<file path="config.mk">
export PLATFORM = sky130hd
export DESIGN_NAME = mem_arbiter
export DESIGN_NICKNAME = d
export VERILOG_FILES = /design/src/rtl/mem_arbiter_pkg.sv /design/src/rtl/mem_arbiter_owner_fifo.sv /design/src/rtl/mem_arbiter.sv
export SDC_FILE = /design/constraint.sdc
export NUM_CORES = 1
export LEC_CHECK = 0
export BUFFER_PORTS_ARGS = -buffer_cell sky130_fd_sc_hd__buf_2
export CAP_MARGIN = 0
export CORE_AREA = 2 2 108 110
export CTS_CLUSTER_DIAMETER = 100
export CTS_CLUSTER_SIZE = 16
export DETAILED_ROUTE_END_ITERATION = 7
export DIE_AREA = 0 0 110 112
export SYNTH_ARGS = -nofsm -noshare
export SYNTH_HDL_FRONTEND = slang
export SYNTH_SLANG_ARGS = --single-unit
</file>
<file path="constraint.sdc">
create_clock -name clk_i -period 2.68 [get_ports clk_i]
set_input_delay 0 -clock clk_i [delete_from_list [all_inputs] [get_ports clk_i]]
set_output_delay 0 -clock clk_i [all_outputs]
set_load 0.01 [all_outputs]
</file>
<file path="src/rtl/mem_arbiter_pkg.sv">
// Shared types and defaults for the fetch / load-store memory arbiter.
// Provides the response owner tag and the default depth and starvation limit.
package mem_arbiter_pkg;

   typedef enum logic {
      OWNER_IF,
      OWNER_LS
   } mem_owner_e;

   localparam int MEM_ARB_MAX_OUTSTANDING = 2;
   localparam int MEM_ARB_STARVE_LIMIT    = 4;

endpackage

</file>
<file path="src/rtl/mem_arbiter_owner_fifo.sv">
// Circular owner FIFO: remembers who issued each outstanding bus request.
// Ports: clk, rst (sync, active-high), push/push_data, pop, head, full, empty.
module owner_fifo
   import mem_arbiter_pkg::*;
#(
   parameter int DEPTH = MEM_ARB_MAX_OUTSTANDING
) (
   input  logic       clk,
   input  logic       rst,
   input  logic       push,
   input  mem_owner_e push_data,
   input  logic       pop,
   output mem_owner_e head,
   output logic       full,
   output logic       empty
);

   localparam int PW = (DEPTH > 1) ? $clog2(DEPTH) : 1;
   localparam int CW = $clog2(DEPTH + 1);
   localparam logic [PW-1:0] LAST = PW'(DEPTH - 1);
   localparam logic [CW-1:0] FULL_CNT = CW'(DEPTH);

   mem_owner_e    slots [DEPTH];
   logic [PW-1:0] wr_ptr;
   logic [PW-1:0] rd_ptr;
   logic [CW-1:0] count;
   logic          do_push;
   logic          do_pop;

   function automatic logic [PW-1:0] bump(input logic [PW-1:0] p);
      return (p == LAST) ? '0 : p + 1'b1;
   endfunction

   assign full    = (count == FULL_CNT);
   assign empty   = (count == '0);
   assign head    = slots[rd_ptr];
   assign do_push = push & ~full;
   assign do_pop  = pop & ~empty;

   always_ff @(posedge clk) begin
      if (rst) begin
         wr_ptr <= '0;
         rd_ptr <= '0;
         count  <= '0;
      end else begin
         if (do_push) begin
            slots[wr_ptr] <= push_data;
            wr_ptr        <= bump(wr_ptr);
         end
         if (do_pop) begin
            rd_ptr <= bump(rd_ptr);
         end
         unique case ({do_push, do_pop})
            2'b10:   count <= count + 1'b1;
            2'b01:   count <= count - 1'b1;
            default: count <= count;
         endcase
      end
   end

endmodule

</file>
<file path="src/rtl/mem_arbiter.sv">
// Arbitrates fetch (IF) and load/store (LS) onto one memory bus and
// routes in-order responses back. Ports: if_*, ls_*, bus_*, err_o.
module mem_arbiter
   import mem_arbiter_pkg::*;
#(
   parameter int MAX_OUTSTANDING = MEM_ARB_MAX_OUTSTANDING,
   parameter int STARVE_LIMIT    = MEM_ARB_STARVE_LIMIT
) (
   input  logic        clk_i,
   input  logic        rst_i,
   input  logic        if_req_i,
   input  logic [31:0] if_addr_i,
   output logic        if_gnt_o,
   output logic        if_rvalid_o,
   output logic [31:0] if_rdata_o,
   input  logic        ls_req_i,
   input  logic        ls_we_i,
   input  logic [31:0] ls_addr_i,
   input  logic [3:0]  ls_be_i,
   input  logic [31:0] ls_wdata_i,
   output logic        ls_gnt_o,
   output logic        ls_rvalid_o,
   output logic [31:0] ls_rdata_o,
   output logic        bus_req_o,
   output logic        bus_we_o,
   output logic [31:0] bus_addr_o,
   output logic [3:0]  bus_be_o,
   output logic [31:0] bus_wdata_o,
   input  logic        bus_gnt_i,
   input  logic        bus_rvalid_i,
   input  logic [31:0] bus_rdata_i,
   output logic        err_o
);

   localparam int SW = $clog2(STARVE_LIMIT + 1);
   localparam logic [SW-1:0] LIMIT = SW'(STARVE_LIMIT);

   logic [SW-1:0] starve_cnt;
   logic          starved;
   logic          sel_if;
   logic          accept;
   logic          fifo_full;
   logic          fifo_empty;
   logic          resp_ok;
   mem_owner_e    head;

   // IF only beats a competing LS once it has waited long enough.
   assign starved = (starve_cnt >= LIMIT);
   assign sel_if  = if_req_i & (~ls_req_i | starved);

   assign bus_req_o = (if_req_i | ls_req_i) & ~fifo_full & ~rst_i;
   assign accept    = bus_req_o & bus_gnt_i;

   always_comb begin
      bus_we_o    = ls_we_i;
      bus_addr_o  = ls_addr_i;
      bus_be_o    = ls_be_i;
      bus_wdata_o = ls_wdata_i;
      if (sel_if) begin
         bus_we_o    = 1'b0;
         bus_addr_o  = if_addr_i;
         bus_be_o    = 4'hF;
         bus_wdata_o = '0;
      end
   end

   assign if_gnt_o = accept & sel_if;
   assign ls_gnt_o = accept & ~sel_if & ls_req_i;

   owner_fifo #(
      .DEPTH(MAX_OUTSTANDING)
   ) u_fifo (
      .clk      (clk_i),
      .rst      (rst_i),
      .push     (accept),
      .push_data(sel_if ? OWNER_IF : OWNER_LS),
      .pop      (bus_rvalid_i),
      .head     (head),
      .full     (fifo_full),
      .empty    (fifo_empty)
   );

   // Responses with nothing outstanding are dropped and flagged.
   assign resp_ok     = bus_rvalid_i & ~fifo_empty & ~rst_i;
   assign if_rvalid_o = resp_ok & (head == OWNER_IF);
   assign ls_rvalid_o = resp_ok & (head == OWNER_LS);
   assign if_rdata_o  = bus_rdata_i;
   assign ls_rdata_o  = bus_rdata_i;

   always_ff @(posedge clk_i) begin
      if (rst_i) begin
         starve_cnt <= '0;
      end else if (!if_req_i || if_gnt_o) begin
         starve_cnt <= '0;
      end else if (!starved) begin
         starve_cnt <= starve_cnt + 1'b1;
      end
   end

   always_ff @(posedge clk_i) begin
      if (rst_i) begin
         err_o <= 1'b0;
      end else if (bus_rvalid_i && fifo_empty) begin
         err_o <= 1'b1;
      end
   end

endmodule

</file>
Word-level counts from Yosys, hierarchy flattened
Memories as Yosys holds them, arrays and structs flattened. A register that Yosys moved wholly into a read port is not among the register bits.
Cells that the tools add are included.
Word-level totals
  register bits: 8
  bits in writable memories: 2
  bits of input ports: 139
  output and inout port bits: 139
  logic and storage cells: 54
  memories kept: 1
Memory list
  u_fifo.slots: words 2, bits a word 1, read ports 1, clocked after Yosys merged registers in 1, wr ports 1, RTL line mem_arbiter_owner_fifo.sv:23  | mem_owner_e slots [DEPTH];
Cells by class
  $add $sub $neg: 5
  $lt $le $gt $ge: 1
  eq/ne operators: 3
  multiplexer cells: 13
  bitwise logic cells: 20
  reduce and logical (&&, ||, !) cells: 6
Operators with widths (count)
  $mux 32: 2
  $and 1x1->1: 12
  $mux 1: 9
  $not 1->1: 6
  $eq 2x2->1 const B: 2
  $mux 4: 1
  $pmux 2 s2: 1
  $add 3x1->3 const B: 1
  $ge 3x3->1 const B: 1
  $add 1x1->1 const B: 2
  $add 2x1->2 const B: 1
  $eq 2x1->1 const B: 1
  $logic_not 2->1: 1
  $or 1x1->1: 2
  $reduce_bool 2->1: 1
  $reduce_or 2->1: 1
  $sub 2x1->2 const B: 1
  $logic_and 1x1->1: 1
  $logic_not 1->1: 1
  $logic_or 1x1->1: 1

Logic depth before layout (Yosys ltp)
Gate-level depths: netlist of the first run.
  depth in word-level cells: 9
  gate-level depth with buffers: 7
  gate-level depth less buffers: 7

Cells and area by module
From an unflattened synthesis of the first run, not the netlist that was laid out.
Unflattened totals
  cells, all modules: 197
  area, all modules: 1779.2 µm²
By module, submodules not included
  mem_arbiter: times used 1, cells an instance 169, area each 1485.2 µm²
  owner_fifo: times used 1, cells an instance 28, area each 294.0 µm²

Worst setup path before layout of the first run
Ideal clock, no wire load.
  path kind: register to register
  start point: reg u_fifo.count[0]
  end point: reg u_fifo.count[1]
  library setup time: 0.071 ns
  data arrival time: 1.661 ns
  required time: 2.609 ns
  slack: 0.949 ns
  stages on the path, launching flop included: 7
  buffers on the path: 0
  path through: dfxtp_1 -> nor2b_1 -> nor3_1 -> inv_2 -> ha_1 -> or3_1 -> a21oi_1
On the way
  cells in the longest elaborated chain, start to end: 8
RTL lines
  from (decl): RTL line mem_arbiter_owner_fifo.sv:26  | logic [CW-1:0] count;
  from (signal assigned): RTL line mem_arbiter_owner_fifo.sv:54  | 2'b10: count <= count + 1'b1;
  from (signal assigned): RTL line mem_arbiter_owner_fifo.sv:55  | 2'b01: count <= count - 1'b1;
  from (signal assigned): RTL line mem_arbiter_owner_fifo.sv:56  | default: count <= count;
  $eq 2x2->1: RTL line mem_arbiter_owner_fifo.sv:34  | assign full = (count == FULL_CNT);
  $not 1->1: RTL line mem_arbiter_owner_fifo.sv:37, mem_arbiter.sv:51
  $and 1x1->1 (2 in a row): RTL line mem_arbiter.sv:51  | assign bus_req_o = (if_req_i | ls_req_i) & ~fifo_full & ~rst_i;
  $and 1x1->1: RTL line mem_arbiter.sv:52  | assign accept = bus_req_o & bus_gnt_i;
  $and 1x1->1: RTL line mem_arbiter_owner_fifo.sv:37  | assign do_push = push & ~full;
  $eq 2x1->1 or $eq 2x2->1 (tied branches): RTL line mem_arbiter_owner_fifo.sv:53  | unique case ({do_push, do_pop})
  $pmux 2 s2 or $reduce_bool 2->1 (tied branches)
Parallel ways exist; a longest one is shown, timed or not.
A chain may end at the register's enable or synchronous reset.

Worst setup path in the final report of the first run
  start point: reg starve_cnt[2]
  end point: out bus_addr_o[29]
On the way
  cells in the longest elaborated chain, start to end: 4
RTL lines
  from (decl): RTL line mem_arbiter.sv:38  | logic [SW-1:0] starve_cnt;
  from (signal assigned): RTL line mem_arbiter.sv:96  | starve_cnt <= starve_cnt + 1'b1;
  $ge 3x3->1: RTL line mem_arbiter.sv:48  | assign starved = (starve_cnt >= LIMIT);
  $or 1x1->1: RTL line mem_arbiter.sv:49  | assign sel_if = if_req_i & (~ls_req_i | starved);
  $and 1x1->1: RTL line mem_arbiter.sv:49
  $mux 32: RTL line mem_arbiter.sv:59  | if (sel_if) begin
  to (decl): RTL line mem_arbiter.sv:26  | output logic [31:0] bus_addr_o,
No other way between the ends.

==> run metrics, run 1 <==
WS Path Type reg2out; Final ANT Viol Nets 0; Cells after Synth roughly 200; Detailed Routing Iterations Pass 1 2; clk_skew about 0.0035 ns; Hold Fails Final Rpt 0; WL/cell 11.9 um; Crit. End Element output port; Worst-path clk slew 0.04 ns; vias 1667; post-placement cell count 448; Post-Synthesis Cell Area 1820 um2; antenna violations before repair 0; Gate power share 0.464; first-pass GRT wire length 7230 um; Bufs and invs on worst path 3; setup bufs post-CTS 0; internal power 0.631 mW; H-tree depth 1; Clock power frac 0.292; kind of start point of the critical path flip-flop; final net count 452; Yosys warning count 0; crit path DAT 1.98 ns; Distinct cells, synth 27; CP max stage delay roughly 0.46 ns; sequential fraction of the synthesis area 0.132; Max-Cap Viols 0; Layout area overhead 33.4%; RePlAce Congestion 0.710; DRC violations left 0; number of placed I/O pins 278; vias per inst 3.69; commonest non-fill, non-tap cell in the layout buf_2; FF+latch count, synth 11; setup TNS 0 ns; power per cell area 381 nW/um2; input/output buffers 181; shortest period the worst path allows 1.98 ns; sw power around 0.29 mW; worst-path cell with the longest stage delay a21o_2; Final setup viols 0; Reg-to-Reg End u_fifo.count[1]; syn_nets 338; Max Slew Vio Count 0; Min-Delay Startpoint bus_rdata_i[11]; # rows 39; Die Area around 12000 um2; TritonCTS clock tree done; clock buffer depth 2; Post-Route WL roughly 5400 um; Hold Crit Depth 0; Initial Util 0.162; vias in the first global route 1586; Antenna Cells 0; core box area between 10000 and 15000 um2; share of cells above drive strength 1 0.715; Worst-Skew Late Latency 0.24 ns; HPWL Detailed 4640 um; # hold bufs at CTS 0; CP required 2.68 ns; switching share of power 0.315; Worst-Margin Slew 0.516 ns; clk root buf clkbuf_16; Worst slew margin 0.656; status complete, no violations; RR Startpoint u_fifo.count[0]; Num CTS Buffers 3; grt total ovfl 0; post-cts resize count 0; LEAKAGE ~1.4 nW; R2R depth 6; average size of a mapped cell 9.26 um2; largest net degree at the start of global routing 39; commonest cells after routing, fill and taps aside 181 x buf_2, 34 x and2_1, 31 x mux2_4; Largest delay share family, worst path buffers and inverters; Die Wd 110 um; initial drt markers 48; worst-path fanout max 38; crit share post-route 0.739; Peak Freq 0.505 GHz; Peak VDD IR 0.240 mV; GRT Util Overall 0.0743; Flop pwr share 0.244; Min-Delay Endpoint ls_rdata_o[11]; crit-path cells inv_2 -> a21o_2 -> buf_12 -> mux2_4 -> buf_2; final non-filler cell total 452; die height around 110 um; setup slack, reg-to-reg 0.73 ns; RSZ-0062 raised after global routing false; Worst Hold Class in2out; CTS Sinks 11
[through the flow]
stage / total power [mW] / worst slack (ns) / utilization / instance area (um2) / hold WS, ns
floorplan: 0.576 / 0.949 / - / 1820 / 0.0700
global placement: 0.646 / 0.869 / 0.210 / 2340 / 0.000106
detailed placement: 0.656 / 0.761 / 0.210 / 2340 / 0.000106
CTS: 0.930 / 0.671 / 0.217 / 2420 / 0.000106
global route: 0.980 / 0.552 / 0.217 / 2420 / 0.0000225
finish: 0.922 / 0.700 / 0.217 / 2420 / 0.00000450
[cell families (layout without fill, tap and decap cells)]
kind of cell,count (synthesis),count (layout),share of synthesized area
AOI/OAI and AO/OA,6,6,0.0303
xor gates and xnor gates,4,4,0.0193
adders and majority gates,3,3,0.0207
buffers and inverters,79,192,0.331
DFF,11,11,0.132
muxes,35,35,0.279
and+or+nand+nor,58,58,0.187
[worst reg2reg max path, delay by kind of cell (launching register included)]
kind | cells | cell delay (ns)
AO/OA/AOI/OAI | 1 | 0.15
buffers and inverters | 1 | 0.10
flip-flops | 1 | 0.42
adder cells (fa/ha/maj) | 1 | 0.35
AND/OR/NAND/NOR | 3 | 0.87
[worst max-delay path by stage]
stage | from | depth (start not counted) | endpoint
2_1_floorplan | u_fifo.count[0] | 6 | u_fifo.count[1]
3_3_place_gp | u_fifo.count[0] | 6 | u_fifo.count[1]
3_5_place_dp | u_fifo.count[0] | 6 | u_fifo.count[1]
4_1_cts | starve_cnt[2] | 5 | bus_addr_o[4]
5_1_grt | starve_cnt[2] | 5 | bus_addr_o[10]
6_report | starve_cnt[2] | 5 | bus_addr_o[29]
[layout make-up]
class,instances,area (um2)
Fill cell,1226,8750
Inverter,6,22.5
Timing Repair Buffer,182,926
Multi-Input combinational cell,106,976
Clock buffer,4,78.8
Tap cell,143,179
Sequential cell,11,240
[state kept, by name, summed over array words and instances (netlist names), named ones only]
| register | cells |
|---|---|
| starve_cnt | 3 |
| u_fifo.count | 2 |
| u_fifo.slots | 2 |
| err_o | 1 |
| u_fifo.rd_ptr | 1 |
| u_fifo.wr_ptr | 1 |
[power groups by stage]
stage	combinational (mW)	clock (mW)	sequential, mW
2_1_floorplan	0.354	0	0.222
3_3_place_gp	0.423	0	0.223
3_5_place_dp	0.431	0	0.226
4_1_cts	0.434	0.274	0.223
5_1_grt	0.471	0.282	0.227
6_report	0.428	0.269	0.224
[layer usage]
| layer | vias up | global-route usage | routed length, um |
|---|---|---|---|
| li1 | 793 | - | - |
| met2 | 124 | 0.127 | 2490 |
| met1 | 739 | 0.0795 | 2010 |
| met3 | 11 | 0.0334 | 766 |
| met4 | 0 | 0.0278 | 91 |
| met5 | - | 0 | 0 |
[synthesized netlist by cell type]
cell,number,area [um2]
inv_1,4,15.0
buf_12,3,60.1
a21o_1,1,7.51
nor3b_1,1,7.51
a2111oi_4,1,27.5
mux2_2,1,11.3
dfxtp_1,9,180
ha_1,3,37.5
buf_4,64,480
buf_6,2,22.5
edfxtp_1,2,60.1
nand2b_1,6,37.5
xnor2_1,1,8.76
nor2b_1,1,6.26
nor2_1,8,30.0
nor3_1,3,15.0
inv_2,2,7.51
clkbuf_1,4,15.0
nor4_1,3,18.8
mux2i_1,3,30.0
or3_1,1,6.26
and3_1,1,6.26
mux2_4,31,465
and2_1,34,213
a21oi_1,2,10.0
o21ai_0,2,10.0
xor2_1,3,26.3
Note: power is estimated with default switching activity, not from simulation.
==> inputs of run 2 (changes only) <==
--- a/config.mk
+++ b/config.mk
@@ -5,13 +5,14 @@
 export SDC_FILE = /design/constraint.sdc
 export NUM_CORES = 1
 export LEC_CHECK = 0
+export ABC_AREA = 1
 export BUFFER_PORTS_ARGS = -buffer_cell sky130_fd_sc_hd__buf_2
 export CAP_MARGIN = 0
-export CORE_AREA = 2 2 108 110
+export CORE_AREA = 2 2 109 111
 export CTS_CLUSTER_DIAMETER = 100
 export CTS_CLUSTER_SIZE = 16
 export DETAILED_ROUTE_END_ITERATION = 7
-export DIE_AREA = 0 0 110 112
+export DIE_AREA = 0 0 111 113
 export SYNTH_ARGS = -nofsm -noshare
 export SYNTH_HDL_FRONTEND = slang
 export SYNTH_SLANG_ARGS = --single-unit
==> constraint.sdc (replaced) <==
create_clock -name clk_i -period 1.7 [get_ports clk_i]
set_input_delay 0 -clock clk_i [delete_from_list [all_inputs] [get_ports clk_i]]
set_output_delay 0 -clock clk_i [all_outputs]
set_load 0.01 [all_outputs]
==> run 2 against run 1 <==
Against the previous run: combinational power grew 32%; area after synthesis shrank 7.0%; clock-buffer cell count unchanged; non-clock buffer count rose by 4.
==> run metrics, run 2 <==
setup TNS 0 ns; Cells after Synth slightly above 300; area share of the largest cell type after synthesis 0.285; syn_nets about 450; # rows 39; Async SR Flop Fraction 0; crit share post-route 0.888; Die Area 12500 um2; Hold Fails Final Rpt 0; leading area contributor after synthesis buf_4; Max-Cap Viols 0; average size of a mapped cell 5.44 um2; Worst-Skew Late Latency 0.24 ns; Crit. End Element output port; worst-path cell with the longest stage delay dfxtp_1; Biggest register starve_cnt; power per cell area 545 nW/um2; max reg flops 3; Max Slew Vio Count 0; number of placed I/O pins ~280; Synth Area in Adders 0.0222; RePlAce Congestion between 0.7 and 0.8; most common cell in the netlist nand2_1; CP required around 1.7 ns; crit-path cells inv_2 -> a21oi_4 -> buf_4 -> nand2_1 -> nand2_1 -> buf_2; Worst-Margin Slew between 0.3 and 0.4 ns; PnR Total Power about 1.3 mW; initial drt markers 50; RR Startpoint u_fifo.count[0]; GRT Util Overall 0.0827; HPWL Detailed about 4800 um; grt total ovfl 0; CP max stage delay 0.40 ns; WL/cell 9.98 um; Antenna Cells 0; largest net degree at the start of global routing 49; Worst-path clk slew 0.04 ns; clk_skew ~0.0032 ns; final non-filler cell total 569; dominant synthesized flop cell dfxtp_1; simple-gate portion of the synthesized area 0.374; crit path DAT approximately 1.5 ns; worst-path fanout max 23; CTS Sinks 11; R2R depth 12; shortest period the worst path allows 1.51 ns; WS Path Type reg2out; kind of start point of the critical path flip-flop; H-tree depth 1; end of the critical path bus_addr_o[13]; final net count 569; Num CTS Buffers 3; setup slack, reg-to-reg 0.20 ns; sequential fraction of the synthesis area 0.142; post-synthesis xor/xnor area fraction 0.00519; vias per inst 3.52; vias 2002; Synth Area in Compound Gates 0.0334; status complete, no violations; core box area between 10000 and 15000 um2; clk root buf clkbuf_16; Post-Route WL between 5000 and 6000 um; vias in the first global route 1782; RSZ-0062 raised after global routing false; input/output buffers 181; Final setup viols 0; share of cells above drive strength 1 0.465; commonest non-fill, non-tap cell in the layout buf_2; clock buffer depth 2; Peak Freq 0.662 GHz; Worst slew margin 0.759; fillcell total between 1000 and 1500; Reg-to-Reg End u_fifo.count[1]; synth cell count leaders 107 x nand2_1, 64 x buf_4, 52 x nor2_1; DRC violations left 0; antenna violations before repair 0; largest family of logic cells by synthesized area buffers and inverters; post-placement cell count 564; TritonCTS clock tree done; die height 113 um; first-pass GRT wire length 8720 um; Worst Hold Class in2out; most frequent CP cell nand2_1; Layout area overhead 41.1%; top flop regs starve_cnt: 3 flops, u_fifo.count: 2 flops, u_fifo.slots: 2 flops; FF+latch count, synth 11; Yosys warning count 0; Die Wd around 110 um; Distinct cells, synth 16; EDFF count, synth 2; commonest cells after routing, fill and taps aside 181 x buf_2, 107 x nand2_1, 50 x nor2_1; CP Launch Point starve_cnt[2]; LEAKAGE 1.59 nW; Detailed Routing Iterations Pass 1 4; Peak VDD IR just over 0.4 mV; Initial Util 0.150; Final ANT Viol Nets 0; mux cell area share after synthesis 0.00593; Post-Synthesis Cell Area 1690 um2; top area cells in the synthesized netlist buf_4 28%, nand2_1 24%, nor2_1 12%, dfxtp_1 11%, inv_1 9.8%
==> run 2: layer usage <==
metal | vias to the layer above | GRT usage | routed length, um
met3 | 13 | 0.0332 | 682
met5 | - | 0 | 0
met2 | 146 | 0.148 | 2620
li1 | 1059 | - | -
met1 | 784 | 0.0961 | 2330
met4 | 0 | 0.0100 | 48
==> run 2: power breakdown <==
| group | internal (mW) | leakage (nW) | switching [mW] | total, mW |
|---|---|---|---|---|
| sequential | 0.292 | 0.0918 | 0.0174 | 0.309 |
| combinational | 0.263 | 1.46 | 0.301 | 0.565 |
| clock | 0.314 | 0.0382 | 0.110 | 0.424 |
| total | 0.869 | 1.59 | 0.428 | 1.30 |
==> run 2: worst max-delay path: cells and delay by family (launching register included) <==
kind	cells	cell delay, ns
and+or+nand+nor	2	0.17
DFF	1	0.40
AOI/OAI and AO/OA	1	0.20
buffers and inverters	3	0.50
==> run 2: repair_timing <==
| item | in CTS | in global routing |
|---|---|---|
| buffers inserted | 0 | 0 |
| hold buffers | 1 | 0 |
| hold endpoints to repair | 1 | 0 |
| gates resized for setup | 0 | 5 |
| endpoints found under the setup margin | 0 | 17 |
==> run 2: kinds of logic after synthesis <==
logic type      count (synthesis)
fa+ha+maj                       3
simple gates                  165
compound gates                  9
xor+xnor                        1
buf+inv                       120
flops                          11
mux                             1
==> run 2: how the worst min path moves through the flow <==
stage                          startpoint             end  cells after the start
after floorplan                     rst_i           err_o                      1
after global placement    bus_rdata_i[23]  if_rdata_o[23]                      0
after detailed placement  bus_rdata_i[23]  if_rdata_o[23]                      0
after CTS                 bus_rdata_i[23]  if_rdata_o[23]                      0
after global routing      bus_rdata_i[20]  ls_rdata_o[20]                      0
final                     bus_rdata_i[20]  ls_rdata_o[20]                      0
==> run 2: final cells by class <==
type / count / area (um2) / share of cell area
inverters: 46 / 175 / 0.0735
flip-flops and latches: 11 / 241 / 0.101
multi-input cells: 179 / 749 / 0.315
well taps: 143 / 179 / 0.0751
clock buffers: 4 / 78.8 / 0.0331
repair buffers: 186 / 958 / 0.402
==> run 2: through the flow <==
stage	util	hold WS, ns	area (um2)	worst slack, ns
floorplan	-	0.0724	1690	0.00214
global placement	0.203	0.000106	2280	0.155
detailed placement	0.203	0.000106	2280	0.122
CTS	0.211	0.000106	2370	0.0931
global route	0.211	0.0000219	2380	0.0132
finish	0.211	0.00000641	2380	0.190
==> inputs of run 3 (changes only) <==
==> constraint.sdc (replaced) <==
create_clock -name clk_i -period 1.9 [get_ports clk_i]
set_input_delay 0 -clock clk_i [delete_from_list [all_inputs] [get_ports clk_i]]
set_output_delay 0 -clock clk_i [all_outputs]
set_load 0.01 [all_outputs]
==> run 3 against run 2 <==
Against the previous run: critical path depth grew 7; first-iteration DRC count shrank 2.0%; cell area shrank 0.63%; register-to-register slack gained 0.12 ns; total power shrank 11%; sequential power shrank 11%; setup slack gained 0.031 ns; flip-flop and latch count is the same; routed wire length shrank 1.9%; via count is essentially flat; clock power shrank 11%; global-route usage shrank 0.10 points; critical path type is now in2reg; largest cell class unchanged.
==> run metrics, run 3 (same netlist as run 2, synthesis figures left out) <==
Die Wd between 100 and 150 um; Max Slew Vio Count 0; TritonCTS clock tree done; Gate power share 0.431; CP required 2.03 ns; final non-filler cell total between 500 and 600; RSZ-0062 raised after global routing false; shortest period the worst path allows about 1.7 ns; PnR Total Power 1.15 mW; vias per inst 3.53; storage element area 240 um2; Multi-input gate area 744 um2; power per cell area 486 nW/um2; worst-path fanout max 6; vias in the first global route 1805; clk root buf clkbuf_16; Setup WS post-layout 0.221 ns; Initial Util 0.150; Hold Fails Final Rpt 0; clock buffer depth 2; DR WL met2 approximately 2600 um; die height 113 um; Worst slew margin 0.595; max reg flops 3; kind of start point of the critical path primary input; Worst Hold Class in2out; # rows 39; CTS Sinks 11; Bufs and invs on worst path 4; top flop regs starve_cnt: 3 flops, u_fifo.count: 2 flops, u_fifo.slots: 2 flops; WL/cell roughly 9.8 um; Worst-Skew Late Latency 0.24 ns; Largest delay share family, worst path buffers and inverters; largest net degree at the start of global routing 48; Design Area, Final 2370 um2; HPWL Detailed 4800 um; commonest cells after routing, fill and taps aside 181 x buf_2, 107 x nand2_1, 52 x nor2_1; Final ANT Viol Nets 0; switching share of power 0.331; fillcell total 1309; initial drt markers 49; antenna violations before repair 0; pre-CTS worst setup slack 0.344 ns; CP max stage delay roughly 0.53 ns; input/output buffers 181; M1 wire length 2230 um; crit share post-route 0.883; Detailed Routing Iterations Pass 1 5; vias between 2000 and 2500; core box area 11300 um2; H-tree depth 1; Placed Instance Area 2280 um2; Clock power frac 0.329; Biggest register starve_cnt; clk_skew about 0.0017 ns; crit-path cells dlygate4sd3_1 -> buf_2 -> inv_1 -> nand2_1 -> nor2_1 -> nand2_1 -> ha_1 -> inv_1 -> nand2_1 -> nor2_1 -> nand2_1 -> nand2_1 -> nor2_1; Num CTS Buffers 3; internal power 0.769 mW; routed wl met3 704 um; most frequent CP cell nand2_1; Die Area 12500 um2; share of cells above drive strength 1 0.459; Post-Route WL 5570 um; Max-Cap Viols 0; RePlAce Congestion 0.773; number of placed I/O pins 278; post-placement cell count 563; Worst-Margin Slew 0.607 ns; Final setup viols 0; Antenna Cells 0; LEAKAGE between 1.5 and 2 nW; first-pass GRT wire length 8610 um; Peak Freq 0.596 GHz; Peak VDD IR 0.302 mV; Worst-path clk slew 0.04 ns; worst-path cell with the longest stage delay dlygate4sd3_1; post-cts resize count 0; Hold WS 0.00000657 ns; Flop pwr share 0.240; sw power around 0.38 mW; final net count 568; WS Path Type in2reg; commonest non-fill, non-tap cell in the layout buf_2; Crit. End Element flip-flop; status complete, no violations; Layout area overhead 40.3%; GRT Util Overall 0.0817; Top Metal Used met4; DRC violations left 0; setup TNS 0 ns; grt total ovfl 0; crit path DAT roughly 1.8 ns; post-layout util 0.210
==> run 3: cell count changes in the layout (fill, tap and decap cells not counted) <==
| cell | before | now |
|---|---|---|
| dfxtp_2 | 1 | 0 |
| clkinv_2 | 0 | 1 |
| nor2_2 | 2 | 0 |
| buf_4 | 3 | 2 |
| clkbuf_1 | 1 | 0 |
| inv_2 | 1 | 2 |
| inv_4 | 1 | 0 |
| nor2_1 | 50 | 52 |
| dfxtp_1 | 8 | 9 |
==> run 3: per-layer routing <==
metal | GRT usage | up-vias
met1 | 0.0936 | 788
met4 | 0.0150 | 0
li1 | - | 1054
met3 | 0.0316 | 13
met2 | 0.146 | 149
met5 | 0 | -
==> run 3: final timing paths <==
check	depth (start not counted)	slack, ns	startpoint	endpoint
worst max-delay path	13	0.22	rst_i	u_fifo.count[1]
worst min register to register	1	0.45	u_fifo.rd_ptr	u_fifo.rd_ptr
worst min-delay path	0	0.000007	bus_rdata_i[6]	if_rdata_o[6]
worst max register to register	12	0.32	u_fifo.count[0]	u_fifo.count[1]
==> run 3: area by class of cell <==
class | count | area share
repair buffers | 185 | 0.402
multi-input cells | 179 | 0.314
flip-flops and latches | 11 | 0.101
well taps | 143 | 0.0756
inverters | 46 | 0.0729
clock buffers | 3 | 0.0317
clock inverters | 1 | 0.00211
==> run 3: repair_timing <==
action	CTS	global route
setup buffers	0	0
hold buffers	1	0
endpoints found under the hold margin	1	0
==> run 3: power by group through the flow <==
stage / clock (mW) / combinational [mW] / sequential [mW]
6_report: 0.379 / 0.495 / 0.276
5_1_grt: 0.394 / 0.558 / 0.279
4_1_cts: 0.385 / 0.501 / 0.275
3_5_place_dp: 0 / 0.497 / 0.279
3_3_place_gp: 0 / 0.497 / 0.279
2_1_floorplan: 0 / 0.382 / 0.278
==> run 3: worst register-to-register path, delay by kind of cell, from the launching register on <==
| kind | cells | cell delay, ns |
|---|---|---|
| buffers and inverters | 2 | 0.14 |
| flip-flops | 1 | 0.40 |
| adder cells (fa/ha/maj) | 1 | 0.30 |
| AND/OR/NAND/NOR | 9 | 0.63 |
